### config.mk
export PLATFORM = sky130hd
export DESIGN_NAME = fifo_thresh
export DESIGN_NICKNAME = d
export VERILOG_FILES = /design/src/rtl/fifo_pkg.sv /design/src/rtl/fifo_ptr_wrap.sv /design/src/rtl/fifo_thresh.sv
export SDC_FILE = /design/constraint.sdc
export NUM_CORES = 1
export LEC_CHECK = 0
export ABC_AREA = 1
export BUFFER_PORTS_ARGS = -buffer_cell sky130_fd_sc_hd__buf_2
export CAP_MARGIN = 5
export CORE_AREA = 2 2 232 234
export DETAILED_ROUTE_END_ITERATION = 8
export DIE_AREA = 0 0 234 236
export GPL_ROUTABILITY_DRIVEN = 0
export SYNTH_ARGS = -nofsm -noshare
export SYNTH_HDL_FRONTEND = slang
export SYNTH_HIERARCHICAL = 1
export SYNTH_SLANG_ARGS = --single-unit
### constraint.sdc
create_clock -name clk -period 4.5 [get_ports clk]
set_input_delay 1.35 -clock clk [delete_from_list [all_inputs] [get_ports clk]]
set_output_delay 1.35 -clock clk [all_outputs]
set_load 0.1 [all_outputs]
### src/rtl/fifo_pkg.sv
`default_nettype none
// ============================================================================
// Module      : fifo_pkg
// Description : Shared types and helpers for fifo_thresh. The pointer type and
//               status struct are sized for the deepest supported FIFO
//               (N <= 65536); each instance uses only the low-order bits it
//               needs and slices them explicitly.
// Revision    : 1.0 - initial release
// ============================================================================
package fifo_pkg;

  // Widest pointer and occupancy fields. Both keep at least one spare MSB
  // above the largest per-instance width, so the unused-bit slices are never
  // empty.
  localparam int unsigned c_PTR_W_MAX = 17;
  localparam int unsigned c_LVL_W_MAX = 18;

  // Read/write pointer. It holds an index in 0..N-1.
  typedef logic [c_PTR_W_MAX-1:0] ptr_t;

  // Registered status word. All fields are derived from the next-state level.
  typedef struct packed {
    logic                   empty;
    logic                   full;
    logic [c_LVL_W_MAX-1:0] level;
    logic                   almost_full;
    logic                   almost_empty;
  } fifo_status_t;

  // Width of the occupancy and threshold fields. They must hold 0..n.
  function automatic int fifo_cw(input int n);
    return $clog2(n + 1);
  endfunction

  // Width needed to index n storage entries. It is never narrower than 1 bit.
  function automatic int fifo_pw(input int n);
    return (n <= 2) ? 1 : $clog2(n);
  endfunction

endpackage
`default_nettype wire

### src/rtl/fifo_ptr_wrap.sv
`default_nettype none
// ============================================================================
// Module      : fifo_ptr_wrap
// Description : Pointer register that counts 0..N-1. It wraps explicitly from
//               N-1 to 0, so non-power-of-2 depths never alias. A clear takes
//               priority over an increment.
// Revision    : 1.0 - initial release
// ============================================================================
module fifo_ptr_wrap
  import fifo_pkg::*;
#(
  parameter int N = 16
) (
  input  logic clk,
  input  logic rst,
  input  logic inc_i,
  input  logic clr_i,
  output ptr_t ptr_o
);

  ptr_t ptr_q;
  ptr_t ptr_d;

  // Next pointer: a clear wins; otherwise advance, wrapping at the last slot.
  always_comb begin
    ptr_d = ptr_q;
    if (clr_i) begin
      ptr_d = '0;
    end else if (inc_i) begin
      ptr_d = (ptr_q == ptr_t'(N - 1)) ? '0 : ptr_q + ptr_t'(1);
    end
  end

  // Pointer register with synchronous reset.
  always_ff @(posedge clk) begin
    if (rst) begin
      ptr_q <= '0;
    end else begin
      ptr_q <= ptr_d;
    end
  end

  assign ptr_o = ptr_q;

endmodule
`default_nettype wire

### src/rtl/fifo_thresh.sv
`default_nettype none
// ============================================================================
// Module      : fifo_thresh
// Description : Single-clock FIFO with arbitrary depth, occupancy count,
//               programmable almost-full/almost-empty flags, pop-frees-slot
//               push acceptance when full, and sticky overflow/underflow
//               flags. All status outputs are registered from the next level.
// Revision    : 1.0 - initial release
// ============================================================================
module fifo_thresh
  import fifo_pkg::*;
#(
  parameter int W  = 32,
  parameter int N  = 16,
  parameter int CW = fifo_cw(N)
) (
  input  logic          clk,
  input  logic          rst,
  input  logic          push,
  input  logic [W-1:0]  push_data,
  input  logic          pop,
  output logic [W-1:0]  pop_data,
  input  logic          flush,
  input  logic [CW-1:0] af_thresh,
  input  logic [CW-1:0] ae_thresh,
  input  logic          err_clr,
  output logic          empty_r,
  output logic          full_r,
  output logic [CW-1:0] level_r,
  output logic          almost_full_r,
  output logic          almost_empty_r,
  output logic          overflow_r,
  output logic          underflow_r
);

  localparam int PW = fifo_pw(N);

  localparam fifo_status_t c_STAT_RST = '{
    empty:        1'b1,
    full:         1'b0,
    level:        '0,
    almost_full:  1'b0,
    almost_empty: 1'b1
  };

  logic          pop_adv;
  logic          push_adv;
  logic          wr_inc;
  logic          rd_inc;
  logic [CW-1:0] level_cur;
  logic [CW-1:0] level_d;
  fifo_status_t  stat_q;
  fifo_status_t  stat_d;
  logic          ovf_q;
  logic          ovf_d;
  logic          unf_q;
  logic          unf_d;
  ptr_t          rd_ptr;
  ptr_t          wr_ptr;
  logic [W-1:0]  mem_q [N];
  logic          unused_bits;

  assign level_cur = stat_q.level[CW-1:0];

  // Advance qualifiers, next level, next status and sticky error updates.
  // A flush suppresses both pointer moves and the write. The error flags see
  // the raw requests, gated by flush.
  always_comb begin
    pop_adv  = pop & ~stat_q.empty;
    push_adv = push & (~stat_q.full | pop);
    wr_inc   = push_adv & ~flush;
    rd_inc   = pop_adv & ~flush;

    level_d  = flush ? '0 : (level_cur + CW'(push_adv) - CW'(pop_adv));

    stat_d              = c_STAT_RST;
    stat_d.empty        = (level_d == '0);
    stat_d.full         = (level_d == CW'(N));
    stat_d.level        = {{(c_LVL_W_MAX - CW){1'b0}}, level_d};
    stat_d.almost_full  = (level_d >= af_thresh);
    stat_d.almost_empty = (level_d <= ae_thresh);

    // A set takes priority over a simultaneous clear.
    ovf_d = (push & stat_q.full & ~pop & ~flush) | (ovf_q & ~err_clr);
    unf_d = (pop & stat_q.empty & ~flush) | (unf_q & ~err_clr);
  end

  // Status and error-flag registers.
  always_ff @(posedge clk) begin
    if (rst) begin
      stat_q <= c_STAT_RST;
      ovf_q  <= 1'b0;
      unf_q  <= 1'b0;
    end else begin
      stat_q <= stat_d;
      ovf_q  <= ovf_d;
      unf_q  <= unf_d;
    end
  end

  fifo_ptr_wrap #(.N(N)) u_wr_ptr (
    .clk   (clk),
    .rst   (rst),
    .inc_i (wr_inc),
    .clr_i (flush),
    .ptr_o (wr_ptr)
  );

  fifo_ptr_wrap #(.N(N)) u_rd_ptr (
    .clk   (clk),
    .rst   (rst),
    .inc_i (rd_inc),
    .clr_i (flush),
    .ptr_o (rd_ptr)
  );

  // Storage array without reset. Contents are only meaningful below the level.
  always_ff @(posedge clk) begin
    if (wr_inc) begin
      mem_q[wr_ptr[PW-1:0]] <= push_data;
    end
  end

  assign pop_data       = mem_q[rd_ptr[PW-1:0]];
  assign empty_r        = stat_q.empty;
  assign full_r         = stat_q.full;
  assign level_r        = level_cur;
  assign almost_full_r  = stat_q.almost_full;
  assign almost_empty_r = stat_q.almost_empty;
  assign overflow_r     = ovf_q;
  assign underflow_r    = unf_q;

  // The upper bits of the package-wide pointer and level fields are unused.
  assign unused_bits = ^{stat_q.level[c_LVL_W_MAX-1:CW],
                         rd_ptr[c_PTR_W_MAX-1:PW],
                         wr_ptr[c_PTR_W_MAX-1:PW]};

endmodule
`default_nettype wire

==> reports/results.txt <==
Status: complete, no violations
Congestion Overflow GR: 0
Setup CP Type: reg2out
Ys flop type: edfxtp_1
Share of flip-flops with an asynchronous set or reset: 0
First DRT Iteration DRCs: 1429
Most common cell after layout, fill and taps aside: edfxtp_1
Critical Path Fanout Max: 52
VDD IR max: 0.3421 mV
Initial Util: 0.4422
DRC viols: 0
Clock latency on the worst-skew pair: 630 ps
Post-route setup TNS: 0 ps
FP Rows: 85
DR vias/cell: 5.295
DR WL/cell: 19.59 µm
Nets: 2244
Area Overhead vs Synth: 14.85%
Initial antenna violation count: 6
Mean Syn Cell Area: 11.24 µm²
Crit path arrival time: 2790 ps
Commonest cells after routing, fill and taps aside: 512 x edfxtp_1, 345 x nand2_1, 320 x nor2_1, 235 x nand3_1, 160 x inv_1
Clock buffer depth: 3
Proportion of layout cells with a drive suffix above 1: 0.1229
RSZ-0062 raised after global routing: false
Unique masters post-synth: 33
Vias: 15466
I/O pins: 91
Clock Skew: 40.26 ps
Min-delay worst type: reg2reg
CP Launch Type: flop
Worst-margin pin slew: 921.0 ps
EDFF count, synth: 512
Number of filler cells placed in the layout: 4640
Max Slew Vio Count: 0
Die Wd: 234 µm
Final hold slack: 474.0 ps
GRT Total Usage: 0.2087
Hold buffer count at cts: 0
Crit end category: primary output
Final ANT Viol Nets: 0
Register bit total from synthesis: 557
Final WL: 57220 µm
Worst Path Required: 3150 ps
First-pass GRT wire length: 88130 µm
Die area: 55220 µm²
Seq/Total Area, Yosys: 0.6935
Pwr dens: 403.3 nW/µm²
Syn Inst Count: 2088
Post-Syn Nets: 2154
Die height: 236 µm
Setup Viol. Count Final: 0
Clock-pin slew on the worst setup and hold paths: 60 ps
Period utilization: 0.9210
H-tree depth: 2
Synth Warn #: 6
Cell Area, Synth: 23470 µm²
Highest clock rate: 241.3 MHz
Pleak: 0.009521 µW
Hold Vio Cnt, Final: 0
Cts bufs inserted: 57
CTS tree: yes
Dpl hpwl: 31050 µm
Clock sink total: 557
Core ar.: 53070 µm²
Largest net degree at the start of global routing: 170
Clock Tree Root: clkbuf_16
Number of global-route vias before repair: 15152
Drt first pass iters: 5
Max-Cap Viols: 0
Gates resized, CTS repair: 0
Setup Buffers After CTS: 0
Shortest period the worst path allows: 4145 ps
I/O Buffers: 90
Slew margin rel.: 0.3851
-- stage by stage --
step | power [µW] | setup WS [ps] | cells | cell area, µm² | util
after CTS | 10960 | 303.7 | 2918 | 26940 | 0.5077
final | 10870 | 355.3 | 2921 | 26950 | 0.5079
after detailed placement | 6584 | 606.9 | 2815 | 25230 | 0.4754
after global routing | 11220 | 178.5 | 2921 | 26950 | 0.5079
after floorplan | 6330 | 756.9 | 2088 | 23470 | -
after global placement | 6569 | 665.8 | 2815 | 25230 | 0.4754
-- Yosys cell counts (3+ instances only) --
cell type / count / area, µm²
a21oi_1: 21 / 105.1
buf_1: 16 / 60.06
buf_2: 52 / 260.3
buf_4: 8 / 60.06
buf_6: 10 / 112.6
clkbuf_1: 22 / 82.58
dfxtp_1: 45 / 900.9
edfxtp_1: 512 / 15370
ha_1: 17 / 212.7
inv_1: 161 / 604.3
inv_2: 6 / 22.52
inv_4: 3 / 18.77
nand2_1: 345 / 1295
nand2_2: 12 / 75.07
nand3_1: 235 / 1176
nand4_1: 10 / 62.56
nor2_1: 336 / 1261
nor2_2: 8 / 50.05
nor2_4: 10 / 112.6
nor3_1: 7 / 35.03
o211ai_1: 96 / 720.7
o21ai_0: 67 / 335.3
o21ai_1: 65 / 325.3
o22ai_1: 4 / 25.02
xnor2_1: 4 / 35.03
xor2_1: 4 / 35.03
-- critical path, stage by stage (launching register included) --
cell and delay [ps]:
dfxtp_4 380, inv_4 480, buf_4 460, nand2_1 90, nand2_1 70, nand2_1 50
nand3_1 80, nand3_1 110, nand2_1 220, buf_12 200
-- worst paths after layout --
kind                     startpoint            end  slack (ps)  cells after the start
setup reg to reg             full_r  almost_full_r        1810                     15
hold / removal           overflow_r     overflow_r         470                      2
setup / recovery  u_rd_ptr/ptr_o[0]   pop_data[25]         360                      9
hold reg to reg          overflow_r     overflow_r         470                      2
-- cell families after synthesis --
| kind of cell | Yosys count | synth area share |
|---|---|---|
| and+or+nand+nor | 969 | 0.1753 |
| adders and majority gates | 18 | 0.009917 |
| buffers and inverters | 278 | 0.05204 |
| xor gates and xnor gates | 8 | 0.002985 |
| muxes | 2 | 0.0008531 |
| DFF | 557 | 0.6935 |
| AOI/OAI and AO/OA | 256 | 0.06542 |
-- per-layer routing --
layer | global-route usage | vias to the layer above | share of wire
met2 | 0.3398 | 442 | 0.48
met1 | 0.2877 | 7508 | 0.43
li1 | - | 7412 | -
met3 | 0.03059 | 98 | 0.060
met5 | 0 | - | 0.00066
met4 | 0.06809 | 6 | 0.026
-- registers in the layout (all words and copies together) (netlist names) --
name and flops:
empty_r 1, mem_q 512, full_r 1, underflow_r 1
u_rd_ptr/ptr_o 17, almost_full_r 1, u_wr_ptr/ptr_o 17, almost_empty_r 1
overflow_r 1, level_r 5
-- report_power, final --
part | switching [µW] | total [µW] | internal, µW
logic | 574 | 779 | 205
clock network | 1950 | 4400 | 2450
registers | 15.6 | 5700 | 5680
total | 2540 | 10900 | 8330
-- layout make-up --
cell class                 instances  area [µm²]  share of cell area
multi-input combinational       1253        6091              0.2260
clock inverter                    27       219.0            0.008124
clock buffer                      76        1498             0.05557
antenna                            3       7.507           0.0002785
tap                              696       870.8             0.03231
timing repair buffer             139        1331             0.04939
inverter                         170       650.6             0.02414
sequential                       557       16280              0.6042
Note: power is estimated with default switching activity, not from simulation.
